**config.mk**
```make
export PLATFORM = sky130hd
export DESIGN_NAME = lcd_bus_responder
export DESIGN_NICKNAME = d
export VERILOG_FILES = /design/src/rtl/lcd_pkg.sv /design/src/rtl/lcd_ac_map.sv /design/src/rtl/lcd_bus_responder.sv
export SDC_FILE = /design/constraint.sdc
export NUM_CORES = 1
export LEC_CHECK = 0
export ABC_AREA = 1
export BUFFER_PORTS_ARGS = -buffer_cell sky130_fd_sc_hd__clkbuf_2
export CAP_MARGIN = 20
export CORE_MARGIN = 3
export CORE_UTILIZATION = 45
export CTS_CLUSTER_SIZE = 12
export DETAILED_ROUTE_END_ITERATION = 8
export SLEW_MARGIN = 20
export SYNTH_ARGS = -nofsm -noshare
export SYNTH_HDL_FRONTEND = slang
export SYNTH_SLANG_ARGS = --single-unit
```
**constraint.sdc**
```tcl
create_clock -name CLK -period 23.4 [get_ports CLK]
set_input_delay 1.17 -clock CLK [delete_from_list [all_inputs] [get_ports CLK]]
set_output_delay 1.17 -clock CLK [all_outputs]
set_load 0.005 [all_outputs]
```
**src/rtl/lcd_pkg.sv**
```systemverilog
// Shared constants, state encoding and command decoder for the HD44780-style
// bus responder.
package lcd_pkg;

    localparam logic [7:0] SPACE_CHAR = 8'h20;
    localparam logic [6:0] LINE1_BASE = 7'h00;
    localparam logic [6:0] LINE2_BASE = 7'h40;
    localparam logic [6:0] LINE_END   = 7'h27;

    localparam logic [7:0] MASK_DDRAM = 8'h80;
    localparam logic [7:0] MASK_CGRAM = 8'h40;
    localparam logic [7:0] MASK_FUNC  = 8'h20;
    localparam logic [7:0] MASK_SHIFT = 8'h10;
    localparam logic [7:0] MASK_DISP  = 8'h08;
    localparam logic [7:0] MASK_ENTRY = 8'h04;
    localparam logic [7:0] MASK_HOME  = 8'h02;
    localparam logic [7:0] MASK_CLEAR = 8'h01;

    typedef enum logic [1:0] {
        ST_IDLE  = 2'd0,
        ST_EXEC  = 2'd1,
        ST_CLEAR = 2'd2
    } state_t;

    typedef enum logic [3:0] {
        CMD_NOP, CMD_CLEAR, CMD_HOME, CMD_ENTRY, CMD_DISP,
        CMD_SHIFT, CMD_FUNC, CMD_CGRAM, CMD_DDRAM
    } cmd_t;

    // The highest set bit selects the instruction.
    function automatic cmd_t decode_cmd(input logic [7:0] d);
        cmd_t res;
        res = CMD_NOP;
        if      ((d & MASK_DDRAM) != 8'h00) res = CMD_DDRAM;
        else if ((d & MASK_CGRAM) != 8'h00) res = CMD_CGRAM;
        else if ((d & MASK_FUNC)  != 8'h00) res = CMD_FUNC;
        else if ((d & MASK_SHIFT) != 8'h00) res = CMD_SHIFT;
        else if ((d & MASK_DISP)  != 8'h00) res = CMD_DISP;
        else if ((d & MASK_ENTRY) != 8'h00) res = CMD_ENTRY;
        else if ((d & MASK_HOME)  != 8'h00) res = CMD_HOME;
        else if ((d & MASK_CLEAR) != 8'h00) res = CMD_CLEAR;
        return res;
    endfunction

endpackage

```
**src/rtl/lcd_ac_map.sv**
```systemverilog
// Address-counter helper: visible-index mapping and next-AC with line wrap.
module lcd_ac_map
    import lcd_pkg::*;
(
    input  logic [6:0] ac,
    input  logic       dir,
    output logic       valid,
    output logic [4:0] idx,
    output logic [6:0] ac_next
);

    always_comb begin
        valid = (ac[6:4] == LINE1_BASE[6:4]) || (ac[6:4] == LINE2_BASE[6:4]);
        idx   = {ac[6], ac[3:0]};
        // Out-of-range addresses step modulo 128 without any line wrap.
        if (dir) begin
            if (ac == LINE_END)                   ac_next = LINE2_BASE;
            else if (ac == LINE2_BASE + LINE_END) ac_next = LINE1_BASE;
            else                                  ac_next = ac + 7'd1;
        end else begin
            if (ac == LINE1_BASE)                 ac_next = LINE2_BASE + LINE_END;
            else if (ac == LINE2_BASE)            ac_next = LINE_END;
            else                                  ac_next = ac - 7'd1;
        end
    end

endmodule

```
**src/rtl/lcd_bus_responder.sv**
```systemverilog
// Character-LCD bus responder with 2x16 DDRAM and decoded mode flags.
// Define LCD_BUS_RESP_READ_EN to add RW=1 read support (LCD_DOUT/LCD_DOE).
module lcd_bus_responder
    import lcd_pkg::*;
#(
    parameter int SYNC_STAGES  = 2,
    parameter int EXEC_CYCLES  = 0,
    parameter int CLEAR_CYCLES = 150
) (
    input  logic       CLK,
    input  logic       RESET,
    input  logic       LCD_E,
    input  logic       LCD_RS,
    input  logic       LCD_RW,
    input  logic [7:0] LCD_DATA,
`ifdef LCD_BUS_RESP_READ_EN
    output logic [7:0] LCD_DOUT,
    output logic       LCD_DOE,
`endif
    input  logic [4:0] RD_IDX,
    output logic [7:0] RD_CHAR,
    output logic [6:0] AC,
    output logic       BUSY,
    output logic       DISP_ON,
    output logic       CURSOR_ON,
    output logic       BLINK_ON,
    output logic       TWO_LINE,
    output logic       INC_MODE,
    output logic       OVERRUN
);

    localparam int          CLR_TOTAL = (CLEAR_CYCLES > 32) ? CLEAR_CYCLES : 32;
    localparam logic [15:0] CLR_LOAD  = 16'(CLR_TOTAL - 1);
    localparam logic [15:0] EXEC_LOAD = 16'((EXEC_CYCLES > 0) ? EXEC_CYCLES - 1 : 0);

    logic [10:0] bus_in;
    assign bus_in = {LCD_E, LCD_RS, LCD_RW, LCD_DATA};

    for (genvar gi = 0; gi < SYNC_STAGES; gi++) begin : g_sync
        logic [10:0] stage_reg;
        if (gi == 0) begin : g_first
            always_ff @(posedge CLK or posedge RESET)
                if (RESET) stage_reg <= '0;
                else       stage_reg <= bus_in;
        end else begin : g_rest
            always_ff @(posedge CLK or posedge RESET)
                if (RESET) stage_reg <= '0;
                else       stage_reg <= g_sync[gi-1].stage_reg;
        end
    end

    logic       e_s, rs_s, rw_s;
    logic [7:0] data_s;
    assign {e_s, rs_s, rw_s, data_s} = g_sync[SYNC_STAGES-1].stage_reg;

    logic       e_prev_reg, rs_reg, rw_reg;
    logic [7:0] data_reg;

    always_ff @(posedge CLK or posedge RESET) begin
        if (RESET) begin
            e_prev_reg <= 1'b0;
            rs_reg     <= 1'b0;
            rw_reg     <= 1'b0;
            data_reg   <= '0;
        end else begin
            e_prev_reg <= e_s;
            if (e_s) begin
                rs_reg   <= rs_s;
                rw_reg   <= rw_s;
                data_reg <= data_s;
            end
        end
    end

    state_t      state_reg, state_next;
    logic [15:0] cnt_reg;
    logic [6:0]  ac_reg;
    logic        inc_reg, disp_reg, cursor_reg, blink_reg, two_reg, overrun_reg;
    logic [5:0]  clr_idx_reg;
    logic [7:0]  ddram [32];
    logic [7:0]  rd_char_reg;

    logic xfer, idle, is_cmd, is_wr, is_rd, counted;
    logic do_cmd, do_wr, do_rd, go_clear, go_exec;
    cmd_t cmd;
    logic       map_dir, map_valid;
    logic [4:0] map_idx;
    logic [6:0] map_next;

    always_comb begin
        xfer   = e_prev_reg & ~e_s;
        idle   = (state_reg == ST_IDLE);
        cmd    = decode_cmd(data_reg);
        is_cmd = xfer & ~rs_reg & ~rw_reg;
        is_wr  = xfer &  rs_reg & ~rw_reg;
`ifdef LCD_BUS_RESP_READ_EN
        is_rd   = xfer & rs_reg & rw_reg;
        // Status reads are how the host polls BUSY, so they never overrun.
        counted = xfer & ~(rw_reg & ~rs_reg);
`else
        is_rd   = 1'b0;
        counted = xfer & ~rw_reg;
`endif
        do_cmd   = is_cmd & idle;
        do_wr    = is_wr & idle;
        do_rd    = is_rd & idle;
        go_clear = do_cmd && (cmd == CMD_CLEAR);
        go_exec  = (EXEC_CYCLES > 0) &&
                   ((do_cmd && cmd != CMD_NOP && cmd != CMD_CLEAR) || do_wr);
        map_dir  = (do_cmd && cmd == CMD_SHIFT) ? data_reg[2] : inc_reg;
    end

    lcd_ac_map u_ac_map (
        .ac      (ac_reg),
        .dir     (map_dir),
        .valid   (map_valid),
        .idx     (map_idx),
        .ac_next (map_next)
    );

    always_ff @(posedge CLK or posedge RESET) begin
        if (RESET) state_reg <= ST_IDLE;
        else       state_reg <= state_next;
    end

    always_comb begin
        state_next = state_reg;
        case (state_reg)
            ST_IDLE: begin
                if (go_clear)     state_next = ST_CLEAR;
                else if (go_exec) state_next = ST_EXEC;
            end
            ST_EXEC, ST_CLEAR: begin
                if (cnt_reg == 16'd0) state_next = ST_IDLE;
            end
            default: state_next = ST_IDLE;
        endcase
    end

    always_comb begin
        BUSY = (state_reg != ST_IDLE);
    end

    always_ff @(posedge CLK or posedge RESET) begin
        if (RESET)                cnt_reg <= '0;
        else if (go_clear)        cnt_reg <= CLR_LOAD;
        else if (go_exec)         cnt_reg <= EXEC_LOAD;
        else if (cnt_reg != 16'd0) cnt_reg <= cnt_reg - 16'd1;
    end

    logic       wr_en;
    logic [4:0] wr_idx;
    logic [7:0] wr_data;

    always_comb begin
        wr_en   = 1'b0;
        wr_idx  = map_idx;
        wr_data = data_reg;
        if (state_reg == ST_CLEAR && !clr_idx_reg[5]) begin
            wr_en   = 1'b1;
            wr_idx  = clr_idx_reg[4:0];
            wr_data = SPACE_CHAR;
        end else if (do_wr && map_valid) begin
            wr_en = 1'b1;
        end
    end

    always_ff @(posedge CLK or posedge RESET) begin
        if (RESET) begin
            ac_reg      <= '0;
            inc_reg     <= 1'b1;
            disp_reg    <= 1'b0;
            cursor_reg  <= 1'b0;
            blink_reg   <= 1'b0;
            two_reg     <= 1'b0;
            overrun_reg <= 1'b0;
            clr_idx_reg <= '0;
        end else begin
            if (counted && BUSY) overrun_reg <= 1'b1;
            if (do_wr || do_rd)  ac_reg <= map_next;
            if (do_cmd) begin
                case (cmd)
                    CMD_DDRAM: ac_reg <= data_reg[6:0];
                    CMD_FUNC:  two_reg <= data_reg[3];
                    CMD_SHIFT: if (!data_reg[3]) ac_reg <= map_next;
                    CMD_DISP:  {disp_reg, cursor_reg, blink_reg} <= data_reg[2:0];
                    CMD_ENTRY: inc_reg <= data_reg[1];
                    CMD_HOME:  ac_reg <= '0;
                    default: ;
                endcase
            end
            if (go_clear) begin
                ac_reg      <= '0;
                inc_reg     <= 1'b1;
                clr_idx_reg <= '0;
            end else if (state_reg == ST_CLEAR && !clr_idx_reg[5]) begin
                clr_idx_reg <= clr_idx_reg + 6'd1;
            end
        end
    end

    // Registered read returns the pre-write value on a same-cycle collision.
    always_ff @(posedge CLK or posedge RESET) begin
        if (RESET) begin
            for (int i = 0; i < 32; i++) ddram[i] <= SPACE_CHAR;
            rd_char_reg <= SPACE_CHAR;
        end else begin
            if (wr_en) ddram[wr_idx] <= wr_data;
            rd_char_reg <= ddram[RD_IDX];
        end
    end

`ifdef LCD_BUS_RESP_READ_EN
    always_comb begin
        LCD_DOE  = e_s & rw_s;
        LCD_DOUT = '0;
        if (LCD_DOE)
            LCD_DOUT = rs_s ? (map_valid ? ddram[map_idx] : SPACE_CHAR) : {BUSY, ac_reg};
    end
`endif

    assign RD_CHAR   = rd_char_reg;
    assign AC        = ac_reg;
    assign DISP_ON   = disp_reg;
    assign CURSOR_ON = cursor_reg;
    assign BLINK_ON  = blink_reg;
    assign TWO_LINE  = two_reg;
    assign INC_MODE  = inc_reg;
    assign OVERRUN   = overrun_reg;

endmodule

```
==> impl_summary.log, run 1 <==
INFO  metric detail_route.first_pass.iterations = 5
INFO  metric result_of_the_run = completed
INFO  metric antenna_violations_before_repair = 0
INFO  metric timing.final.max_slew_violations = 0
INFO  metric hold_path.class = reg2reg
INFO  metric numPlacedInstances = 2164
INFO  metric cts.reportedPaths.clkPinSlew = 0.06 ns
INFO  metric drt_iter0_drc = 1188
INFO  metric ctsLongestPathBuffers = 3
INFO  metric wire_length_of_the_first_global_routing_pass = 69300 µm
INFO  metric cts_hold_buffers = 0
INFO  metric cts.htree.levels = 2
INFO  metric power.density_cell_area = 105 mW/mm²
INFO  metric crit_type = in2reg
INFO  metric path_delay_family = buffers and inverters
INFO  metric cts_buffers = 39
INFO  metric finalSetupViolCount = 0
INFO  metric clkPwrFrac = 35.9%
INFO  metric finalSetupTns = 0 ns
INFO  metric fillerInstances = 3225
INFO  metric final_cell_mix = 415 x o21ai_0, 404 x nand2_1, 299 x dfrtp_1
INFO  metric critical_path.endpoint_type = register
INFO  metric comb_power_share = 19.4%
INFO  metric first_global_vias = 12.1k
INFO  metric post_drt_via_cell_ratio = 5.61
INFO  metric layout-drive-gt1-share = 9.15%
INFO  metric placementRows = 66
INFO  metric detail_route.wl_per_cell = 19.1 µm
INFO  metric drtAntennaViolNets = 0
INFO  metric nNetsFinal = 1785
INFO  metric switching_power = 546 µW
INFO  metric ctsRootBufferMaster = clkbuf_16
INFO  metric post-dp-hpwl = 26000 µm
INFO  metric layout-area-overhead-vs-synth = 11.1%
INFO  metric floorplan.initialDensity = 46.1%
INFO  metric finalWeightedCongestion = 0.883
INFO  metric cts_tree = built
INFO  metric io_buffer_count = 39
INFO  metric detailroute.via_count = 12.5k
INFO  metric met3_usage = 3.28%
INFO  metric layout_commonest_cell = o21ai_0
INFO  metric power_frac_seq = 44.7%
INFO  metric synth_seq_area_share = 55.3%
INFO  metric timing.critical_path.required = 23.79 ns
INFO  metric worstSetupStartpointType = primary input
INFO  metric syn-cell-area = 0.0151 mm²
INFO  metric power.internal = 1220 µW
INFO  metric layout_worst_path_cycle_share = 15.1%
INFO  metric post_synth_num_cell_types = 35
INFO  metric worstSkewPairLatency = 0.53 ns
INFO  metric antenna-diode-count = 0
INFO  metric synth_area_per_cell = 8.47 µm²
INFO  metric path_cells = buf_4 -> clkinv_2 -> buf_4 -> o21ai_0 -> o22ai_1 -> nor2_1 -> nor2_1 -> o21ai_0 -> a32oi_1
INFO  metric drc = 0
INFO  metric cts_resized = 0
INFO  metric postSynthNetCount = 1809
INFO  metric core_area = 0.0329 mm²
INFO  metric yosysWarningCount = 0
INFO  metric grt_setup_unrepaired = false
INFO  metric post_synthesis_cell_type_with_the_largest_combined_area = dfrtp_1
INFO  metric max_clock_freq = 283 MHz
INFO  metric synth.top_cell.area_share = 49.4%
INFO  metric ys_seq_elements = 333
INFO  metric fin_cells = 2234
INFO  metric relSlewSlack = 26.8%
INFO  metric p_sw_share = 31.0%
INFO  metric timing_hold_violations_final = 0
INFO  metric timing.critical_path.buf_inv = 3
INFO  metric final_util = 51.2%
INFO  metric power.leakage = 0.00767 µW
INFO  metric peakVddDrop = 0.0625 mV
INFO  metric io_pins = 40
INFO  metric postSynthCellCount = 1787
INFO  metric cells_taking_the_most_area_after_synthesis = dfrtp_1 49%, o21ai_0 14%, nand2_1 10%, dfstp_2 5.9%, nor2_1 4.7%
INFO  metric tightest_slew = 1.10 ns
INFO  metric largest_net_degree_at_the_start_of_global_routing = 136
INFO  metric finalWirelength = 42700 µm
INFO  metric die_area = 0.0359 mm²
INFO  metric die_height = 189 µm
INFO  metric global_route.overflow_total = 0
INFO  metric clock_skew = 0.0165 ns
INFO  metric worst_path_largest_cell_delay = 0.82 ns
INFO  metric cell_with_the_largest_stage_delay_on_the_worst_path = clkinv_2
INFO  metric max_ffs_per_register = 256
INFO  metric maxCapViolations = 0
INFO  metric globalRoute.busiestLayer = met2
INFO  metric globalRouteMet1Util = 34.6%
INFO  metric worst_ep_arrival_time = 3.92 ns
INFO  metric grtUsageTotal = 24.1%
INFO  metric cts_setup_buffers = 0
INFO  metric die_w = 189 µm
INFO  metric worst-path-max-fanout = 68
INFO  metric final_period_minus_worst_setup_slack = 3.53 ns
INFO  metric cts.sinks = 333
INFO  metric met2_usage = 38.5%
## per-layer routing
metal  routed length (µm)  share of wire [%]
met1                19400                 45
met2                19700                 46
met3                 2460                5.8
met4                 1140                2.7
met5                    0                  0
## power groups by stage
| stage | Clock, µW | Sequential [µW] | Combinational, µW |
|---|---|---|---|
| 2_1_floorplan | 0 | 766 | 257 |
| 3_5_place_dp | 0 | 793 | 341 |
| 5_1_grt | 671 | 802 | 398 |
| 4_1_cts | 645 | 786 | 342 |
| 3_3_place_gp | 0 | 793 | 331 |
| 6_report | 633 | 788 | 342 |
## layout make-up
type,instances,area [µm²],share of cell area [%]
multi-input combinational,1246,5900,35.1
clock buffer,55,1130,6.71
timing repair buffer,53,307,1.82
sequential,333,8380,49.8
inverter,90,347,2.06
tap,442,553,3.29
clock inverter,15,206,1.23
## final timing paths
kind / start / slack, ns / end / cells after the start
worst max-delay path: RD_IDX[0] / 19.87 / RD_CHAR[2] / 9
worst min-delay path: g_sync[0].stage_reg[3] / 0.35 / g_sync[1].stage_reg[3] / 0
worst max register to register: state_reg[1] / 20.26 / ddram[170] / 8
worst min register to register: g_sync[0].stage_reg[3] / 0.35 / g_sync[1].stage_reg[3] / 0
max in group asynchronous: RESET / 20.44 / ddram[176] / 4
min in group asynchronous: RESET / 0.86 / cnt_reg[14] / 2
## cells by family after synthesis
family,count (synthesis),synth area share (%)
AO/OA/AOI/OAI,524,19.1
XOR/XNOR,13,0.752
adder cells (fa/ha/maj),4,0.331
buffers and inverters,208,5.72
flip-flops,333,55.3
AND/OR/NAND/NOR,705,18.8
## stage by stage
step / total power [µW] / setup slack, ns / hold WS, ns / instance area [µm²]
floorplan: 1020 / 13.06 / 0.331 / 15100
global placement: 1120 / 19.46 / 0.333 / 15500
detailed placement: 1130 / 19.41 / 0.336 / 15500
CTS: 1770 / 19.96 / 0.349 / 16800
global route: 1870 / 19.66 / 0.352 / 16800
finish: 1760 / 19.87 / 0.346 / 16800
## cells in the mapped netlist, drive strengths merged
cell and count:
o211ai 2, o22ai 14, dfstp 34, o21bai 1, ha 4, o221ai 50, a22oi 2, clkinv 1
o21ai 416, nand3b 4, dfrtp 299, xnor2 1, or4 1, nor2 193, a31oi 9, nor3 7
buf 31, nand4 4, a31o 1, a32oi 7, or2 2, nand3 82, xor2 12, o22a 1
nor4 6, inv 89, a21oi 21, clkbuf 87, nand2 406
## worst register-to-register path: stages (launching register included)
cell	delay, ns
dfrtp_1	0.40
inv_1	0.15
nor2_4	0.20
inv_2	0.18
o21ai_0	0.73
inv_1	0.29
nor2_1	0.31
nand2_1	0.41
o21ai_0	0.36
Note: power is estimated with default switching activity, not from simulation.
==> inputs of run 2 (changes only) <==
==> constraint.sdc (replaced) <==
create_clock -name CLK -period 3.67 [get_ports CLK]
set_input_delay 0.1835 -clock CLK [delete_from_list [all_inputs] [get_ports CLK]]
set_output_delay 0.1835 -clock CLK [all_outputs]
set_load 0.005 [all_outputs]
==> run 2 against run 1 <==
Worst setup slack worse by 19 ns; power grew to 6.2 times the previous value; sequential share of layout area is 0.36 points lower; sequential power grew to 6.3 times the previous value; register-to-register slack worse by 19 ns; global-route usage is 0.80 points lower; utilization is 0.37 points higher; sequential cell count stayed put; critical path type is now reg2reg; critical endpoint is now ddram[63]; largest power group unchanged; highest routed layer unchanged.
==> impl_summary.log, run 2 (synthesis gave the netlist of run 1 again) <==
INFO  metric post_drt_via_cell_ratio = 5.50 (was 5.61)
INFO  metric core_area = 0.0329 mm² (unchanged)
INFO  metric worstSetupStartpointType = register (was primary input)
INFO  metric antenna-diode-count = 0 (unchanged)
INFO  metric r2r_cells = 9 (was 8)
INFO  metric power.density_cell_area = 643 mW/mm² (was 105 mW/mm²)
INFO  metric io_pins = 40 (unchanged)
INFO  metric finalHoldWorstSlack = 0.0815 ns (was 0.346 ns)
INFO  metric timing.critical_path.required = 4.09 ns (was 23.79 ns)
INFO  metric placementRows = 66 (unchanged)
INFO  metric layout_commonest_cell = o21ai_0 (unchanged)
INFO  metric final_util = 51.6% (was 51.2%)
INFO  metric die_w = 189 µm (unchanged)
INFO  metric power.leakage = 0.00771 µW (was 0.00767 µW)
INFO  metric worst_ep_arrival_time = 3.33 ns (was 3.92 ns)
INFO  metric nNetsFinal = 1808 (was 1785)
INFO  metric wire_length_of_the_first_global_routing_pass = 67000 µm (was 69300 µm)
INFO  metric layout_worst_path_cycle_share = 79.3%
INFO  metric drtAntennaViolNets = 0 (unchanged)
INFO  metric floorplan.initialDensity = 46.1% (unchanged)
INFO  metric cts_tree = built (unchanged)
INFO  metric worstSkewPairLatency = 0.53 ns (about the same)
INFO  metric grtUsageTotal = 23.3% (was 24.1%)
INFO  metric final_period_minus_worst_setup_slack = 2.91 ns
INFO  metric fin_cells = 2256 (was 2234)
INFO  metric grt_setup_unrepaired = false (unchanged)
INFO  metric peakVddDrop = 0.547 mV (was 0.0625 mV)
INFO  metric clock_skew = 0.0182 ns (was 0.0165 ns)
INFO  metric finalSetupTns = 0 ns (unchanged)
INFO  metric cts.reportedPaths.clkPinSlew = 0.06 ns (about the same)
INFO  metric relSlewSlack = 37.1% (was 26.8%)
INFO  metric p_sw_share = 30.9% (was 31.0%)
INFO  metric cts_buffers = 37 (was 39)
INFO  metric timing.reg2reg.setup_slack = 0.76 ns (was 20.26 ns)
INFO  metric worstHoldEndpoint = RD_CHAR[5] (was g_sync[1].stage_reg[3])
INFO  metric tightest_slew = 0.943 ns (was 1.10 ns)
INFO  metric layout-area-overhead-vs-synth = 11.9% (was 11.1%)
INFO  metric max_ffs_per_register = 256 (unchanged)
INFO  metric result_of_the_run = completed (unchanged)
INFO  metric critical_path.endpoint_type = register (unchanged)
INFO  metric first_global_vias = 12.0k (was 12.1k)
INFO  metric hold_path.class = in2reg (was reg2reg)
INFO  metric max_clock_freq = 344 MHz
INFO  metric numPlacedInstances = 2177 (was 2164)
INFO  metric clkPwrFrac = 34.1% (was 35.9%)
INFO  metric drt_iter0_drc = 1206 (was 1188)
INFO  metric largest_net_degree_at_the_start_of_global_routing = 87 (was 136)
INFO  metric detailroute.via_count = 12.4k (was 12.5k)
INFO  metric power_frac_seq = 45.7% (was 44.7%)
INFO  metric final_cell_mix = 415 x o21ai_0, 406 x nand2_1, 299 x dfrtp_1 (was 415 x o21ai_0, 404 x nand2_1, 299 x dfrtp_1)
INFO  metric ctsLongestPathBuffers = 3 (unchanged)
INFO  metric ctsRootBufferMaster = clkbuf_16 (unchanged)
INFO  metric cts.htree.levels = 2 (unchanged)
INFO  metric hold-path-cell-count = 2 (was 0)
INFO  metric worst-path-max-fanout = 18 (was 68)
INFO  metric cts.sinks = 333 (unchanged)
INFO  metric power.internal = 7520 µW (was 1220 µW)
INFO  metric finalWeightedCongestion = 0.864 (was 0.883)
INFO  metric detail_route.first_pass.iterations = 7 (was 5)
INFO  metric layout-drive-gt1-share = 9.10% (was 9.15%)
INFO  metric switching_power = 3370 µW (was 546 µW)
INFO  metric detail_route.wl_per_cell = 18.4 µm (was 19.1 µm)
INFO  metric finalWirelength = 41500 µm (was 42700 µm)
INFO  metric critical_path.reg2reg.endpoint = ddram[63] (was ddram[170])
INFO  metric global_route.overflow_total = 0 (unchanged)
INFO  metric timing_hold_violations_final = 0 (unchanged)
INFO  metric io_buffer_count = 39 (unchanged)
INFO  metric die_area = 0.0359 mm² (unchanged)
INFO  metric comb_power_share = 20.2% (was 19.4%)
INFO  metric timing.final.max_slew_violations = 0 (unchanged)
INFO  metric post-dp-hpwl = 25000 µm (was 26000 µm)
INFO  metric crit_type = reg2reg (was in2reg)
INFO  metric min-delay-start = RD_IDX[4] (was g_sync[0].stage_reg[3])
INFO  metric finalSetupViolCount = 0 (unchanged)
INFO  metric antenna_violations_before_repair = 0 (unchanged)
INFO  metric cts_resized = 0 (unchanged)
INFO  metric die_height = 189 µm (unchanged)
INFO  metric rr_startpoint = state_reg[1] (unchanged)
INFO  metric drc = 0 (unchanged)
INFO  metric maxCapViolations = 0 (unchanged)
run 2: cell count changes in the layout (fill, tap and decap cells not counted), moves of 3 or more:
cell	delta
dlygate4sd3_1	+12
clkbuf_1	+7
buf_4	+11
buf_12	+3
clkinv_2	-8
bufinv_16	-3
run 2: timing repair:
item,in CTS,in global routing
hold buffers,12,0
buffers inserted,0,0
endpoints found under the hold margin,42,0
run 2: through the flow:
stage | worst slack [ns] | area (µm²) | total power, µW
global route | 0.437 | 16900 | 11600
global placement | 0.906 | 15600 | 7140
floorplan | -0.934 | 15100 | 6530
detailed placement | 0.798 | 15600 | 7210
finish | 0.761 | 16900 | 10900
CTS | 0.761 | 16900 | 11000
run 2: power by group through the flow:
stage	Sequential, µW	Clock (µW)	Combinational (µW)
after global placement	5010	0	2140
final	4980	3720	2200
after detailed placement	5010	0	2190
after global routing	5070	3960	2560
after CTS	4970	3800	2200
after floorplan	4890	0	1640
run 2: layout make-up:
cell class | instances | area [µm²]
well taps | 442 | 553
clock inverters | 5 | 82.6
multi-input cells | 1246 | 5900
inverters | 90 | 343
fillers | 3164 | 15900
flip-flops and latches | 333 | 8380
repair buffers | 78 | 558
clock buffers | 62 | 1130
run 2: worst max-delay path by stage:
stage	from	end	slack [ns]	cells after the start
floorplan	RESET	AC[0]	-0.93	1
global placement	state_reg[1]	ddram[152]	0.91	10
detailed placement	state_reg[1]	ddram[63]	0.80	9
CTS	state_reg[1]	ddram[63]	0.76	9
global route	state_reg[1]	ddram[63]	0.44	9
finish	state_reg[1]	ddram[63]	0.76	9
run 2: critical path, cell delays in order, from the launching register on:
cell and delay (ns):
dfrtp_1 0.39, inv_1 0.15, nor2_4 0.08, inv_2 0.20, nor2_1 0.12, a21oi_1 0.33, inv_1 0.15, nor3_4 0.55
nand2_1 0.49, o21ai_0 0.34
run 2: per-layer routing:
layer | global-route usage (%) | part of all wire (%)
met1 | 33.2 | 46
met2 | 37.3 | 46
met3 | 3.35 | 5.9
met4 | 6.60 | 2.2
met5 | 0 | 0
==> inputs of run 3 (changes only) <==
==> constraint.sdc (replaced) <==
create_clock -name CLK -period 2.9 [get_ports CLK]
set_input_delay 0.145 -clock CLK [delete_from_list [all_inputs] [get_ports CLK]]
set_output_delay 0.145 -clock CLK [all_outputs]
set_load 0.005 [all_outputs]
==> run 3 against run 2 <==
Sequential share of layout area fell by 0.85 points; die area did not move; power rose by 24%; combinational power rose by 29%; hold slack improved by 0.070 ns; critical path depth rose by 1; clock power rose by 18%; global-route usage barely moved; cell count rose by 1.6%; clock skew rose by 0.0015 ns.
==> impl_summary.log, run 3 (synthesis gave the netlist of run 1 again) <==
INFO  metric worst_ep_arrival_time = 3.16 ns (was 3.33 ns)
INFO  metric drc = 0 (unchanged)
INFO  metric detailroute.via_count = 12.7k (was 12.4k)
INFO  metric antenna-diode-count = 0 (unchanged)
INFO  metric cts_tree = built (unchanged)
INFO  metric die_height = 189 µm (unchanged)
INFO  metric worst-path-max-fanout = 18 (unchanged)
INFO  metric rr_startpoint = state_reg[1] (unchanged)
INFO  metric timing_hold_violations_final = 0 (unchanged)
INFO  metric result_of_the_run = completed (unchanged)
INFO  metric drt_iter0_drc = 1189 (was 1206)
INFO  metric io_buffer_count = 39 (unchanged)
INFO  metric power.leakage = 0.00788 µW (was 0.00771 µW)
INFO  metric worstSetupStartpointType = register (unchanged)
INFO  metric layout-area-overhead-vs-synth = 13.9% (was 11.9%)
INFO  metric timing.critical_path.required = 3.29 ns (was 4.09 ns)
INFO  metric power.density_cell_area = 784 mW/mm² (was 643 mW/mm²)
INFO  metric layout_commonest_cell = o21ai_0 (unchanged)
INFO  metric max_clock_freq = 362 MHz (was 344 MHz)
INFO  metric nNetsFinal = 1846 (was 1808)
INFO  metric final_period_minus_worst_setup_slack = 2.76 ns (was 2.91 ns)
INFO  metric finalWeightedCongestion = 0.832 (was 0.864)
INFO  metric ctsRootBufferMaster = clkbuf_16 (unchanged)
INFO  metric io_pins = 40 (unchanged)
INFO  metric final_cell_mix = 415 x o21ai_0, 406 x nand2_1, 299 x dfrtp_1 (unchanged)
INFO  metric finalSetupViolCount = 0 (unchanged)
INFO  metric final_cell_area = 0.0172 mm² (was 0.0169 mm²)
INFO  metric detail_route.wl_per_cell = 18.1 µm (was 18.4 µm)
INFO  metric fin_cells = 2292 (was 2256)
INFO  metric finalHoldWorstSlack = 0.152 ns (was 0.0815 ns)
INFO  metric cts.reportedPaths.clkPinSlew = 0.06 ns (about the same)
INFO  metric largest_net_degree_at_the_start_of_global_routing = 129 (was 87)
INFO  metric relSlewSlack = 28.0% (was 37.1%)
INFO  metric grtUsageTotal = 23.3% (about the same)
INFO  metric finalWirelength = 41400 µm (was 41500 µm)
INFO  metric die_area = 0.0359 mm² (unchanged)
INFO  metric finalSetupTns = 0 ns (unchanged)
INFO  metric cts_setup_buffers = 0 (unchanged)
INFO  metric worstSkewPairLatency = 0.53 ns (about the same)
INFO  metric wire_length_of_the_first_global_routing_pass = 66800 µm (was 67000 µm)
INFO  metric maxCapViolations = 0 (unchanged)
INFO  metric floorplan.initialDensity = 46.1% (unchanged)
INFO  metric timing.final.max_slew_violations = 0 (unchanged)
INFO  metric cts.sinks = 333 (unchanged)
INFO  metric layout-drive-gt1-share = 11.0% (was 9.10%)
INFO  metric post-dp-hpwl = 25200 µm (was 25000 µm)
INFO  metric drtAntennaViolNets = 0 (unchanged)
INFO  metric setup.worst_path.start = state_reg[1] (unchanged)
INFO  metric post_drt_via_cell_ratio = 5.52 (was 5.50)
INFO  metric hold_path.class = in2async (was in2reg)
INFO  metric grt_setup_unrepaired = true (was false)
INFO  metric max_ffs_per_register = 256 (unchanged)
INFO  metric first_global_vias = 12.1k (was 12.0k)
INFO  metric die_w = 189 µm (unchanged)
INFO  metric cts.htree.levels = 2 (unchanged)
INFO  metric global_route.overflow_total = 0 (unchanged)
INFO  metric detail_route.first_pass.iterations = 5 (was 7)
INFO  metric core_area = 0.0329 mm² (unchanged)
INFO  metric tightest_slew = 1.08 ns (was 0.943 ns)
INFO  metric critical_path.endpoint_type = register (unchanged)
INFO  metric layout_worst_path_cycle_share = 95.3% (was 79.3%)
INFO  metric post_dp_cell_area = 0.0160 mm² (was 0.0156 mm²)
INFO  metric cts_resized = 0 (unchanged)
INFO  metric peakVddDrop = 0.515 mV (was 0.547 mV)
INFO  metric placementRows = 66 (unchanged)
INFO  metric cts_buffers = 36 (was 37)
INFO  metric clock_skew = 0.0197 ns (was 0.0182 ns)
INFO  metric antenna_violations_before_repair = 0 (unchanged)
INFO  metric crit_type = reg2reg (unchanged)
INFO  metric ctsLongestPathBuffers = 3 (unchanged)
INFO  metric numPlacedInstances = 2215 (was 2177)
[run 3: power breakdown]
part | switching [µW] | leakage (µW) | internal [µW]
sequential | 624 | 0.00437 | 5660
clock | 1830 | 0.000557 | 2560
combinational | 1780 | 0.00295 | 1060
total | 4230 | 0.00788 | 9290
[run 3: critical path, cell delays in order, from the launching register on]
cell and delay [ns]:
dfrtp_1 0.40, inv_1 0.17, nor2_4 0.08, inv_2 0.21, nor2_1 0.11, a21oi_1 0.32, inv_1 0.15, nor3_4 0.49
nand2_1 0.46, nand2_1 0.17, o21ai_0 0.09
[run 3: per-stage QoR]
stage	total power [µW]	utilization [%]	setup WS, ns
after floorplan	8260	-	-1.67
after global placement	9070	48.6	0.252
after detailed placement	9160	48.6	0.173
after CTS	13600	52.5	0.161
after global routing	14400	52.5	-0.135
final	13500	52.5	0.136
[run 3: final timing paths]
kind                       cells after the start  slack [ns]                     end
hold / removal                                 3        0.15              ddram[187]
min in group CLK                               4        0.20              RD_CHAR[7]
setup / recovery                              10        0.14              ddram[217]
hold reg to reg                                0        0.34  g_sync[1].stage_reg[0]
max in group asynchronous                      5        1.89              ddram[213]
setup reg to reg                              10        0.14              ddram[217]
[run 3: timing repair]
action	CTS	global route
endpoints found under the setup margin	0	16
hold buffers	13	0
endpoints found under the hold margin	87	0
[run 3: layout make-up]
| class | count | area (µm²) |
|---|---|---|
| timing repair buffer | 117 | 941 |
| clock buffer | 58 | 1080 |
| fill | 3170 | 15600 |
| tap | 442 | 553 |
| multi-input combinational | 1246 | 5900 |
| clock inverter | 6 | 45.0 |
| inverter | 90 | 343 |
| sequential | 333 | 8380 |
[run 3: routing by layer]
layer	global-route usage (%)	vias up	routed length [µm]
met3	3.74	88	2420
met4	7.53	0	1200
met1	33.1	6096	18900
met2	36.8	391	18900
li1	-	6088	-
met5	0	-	0
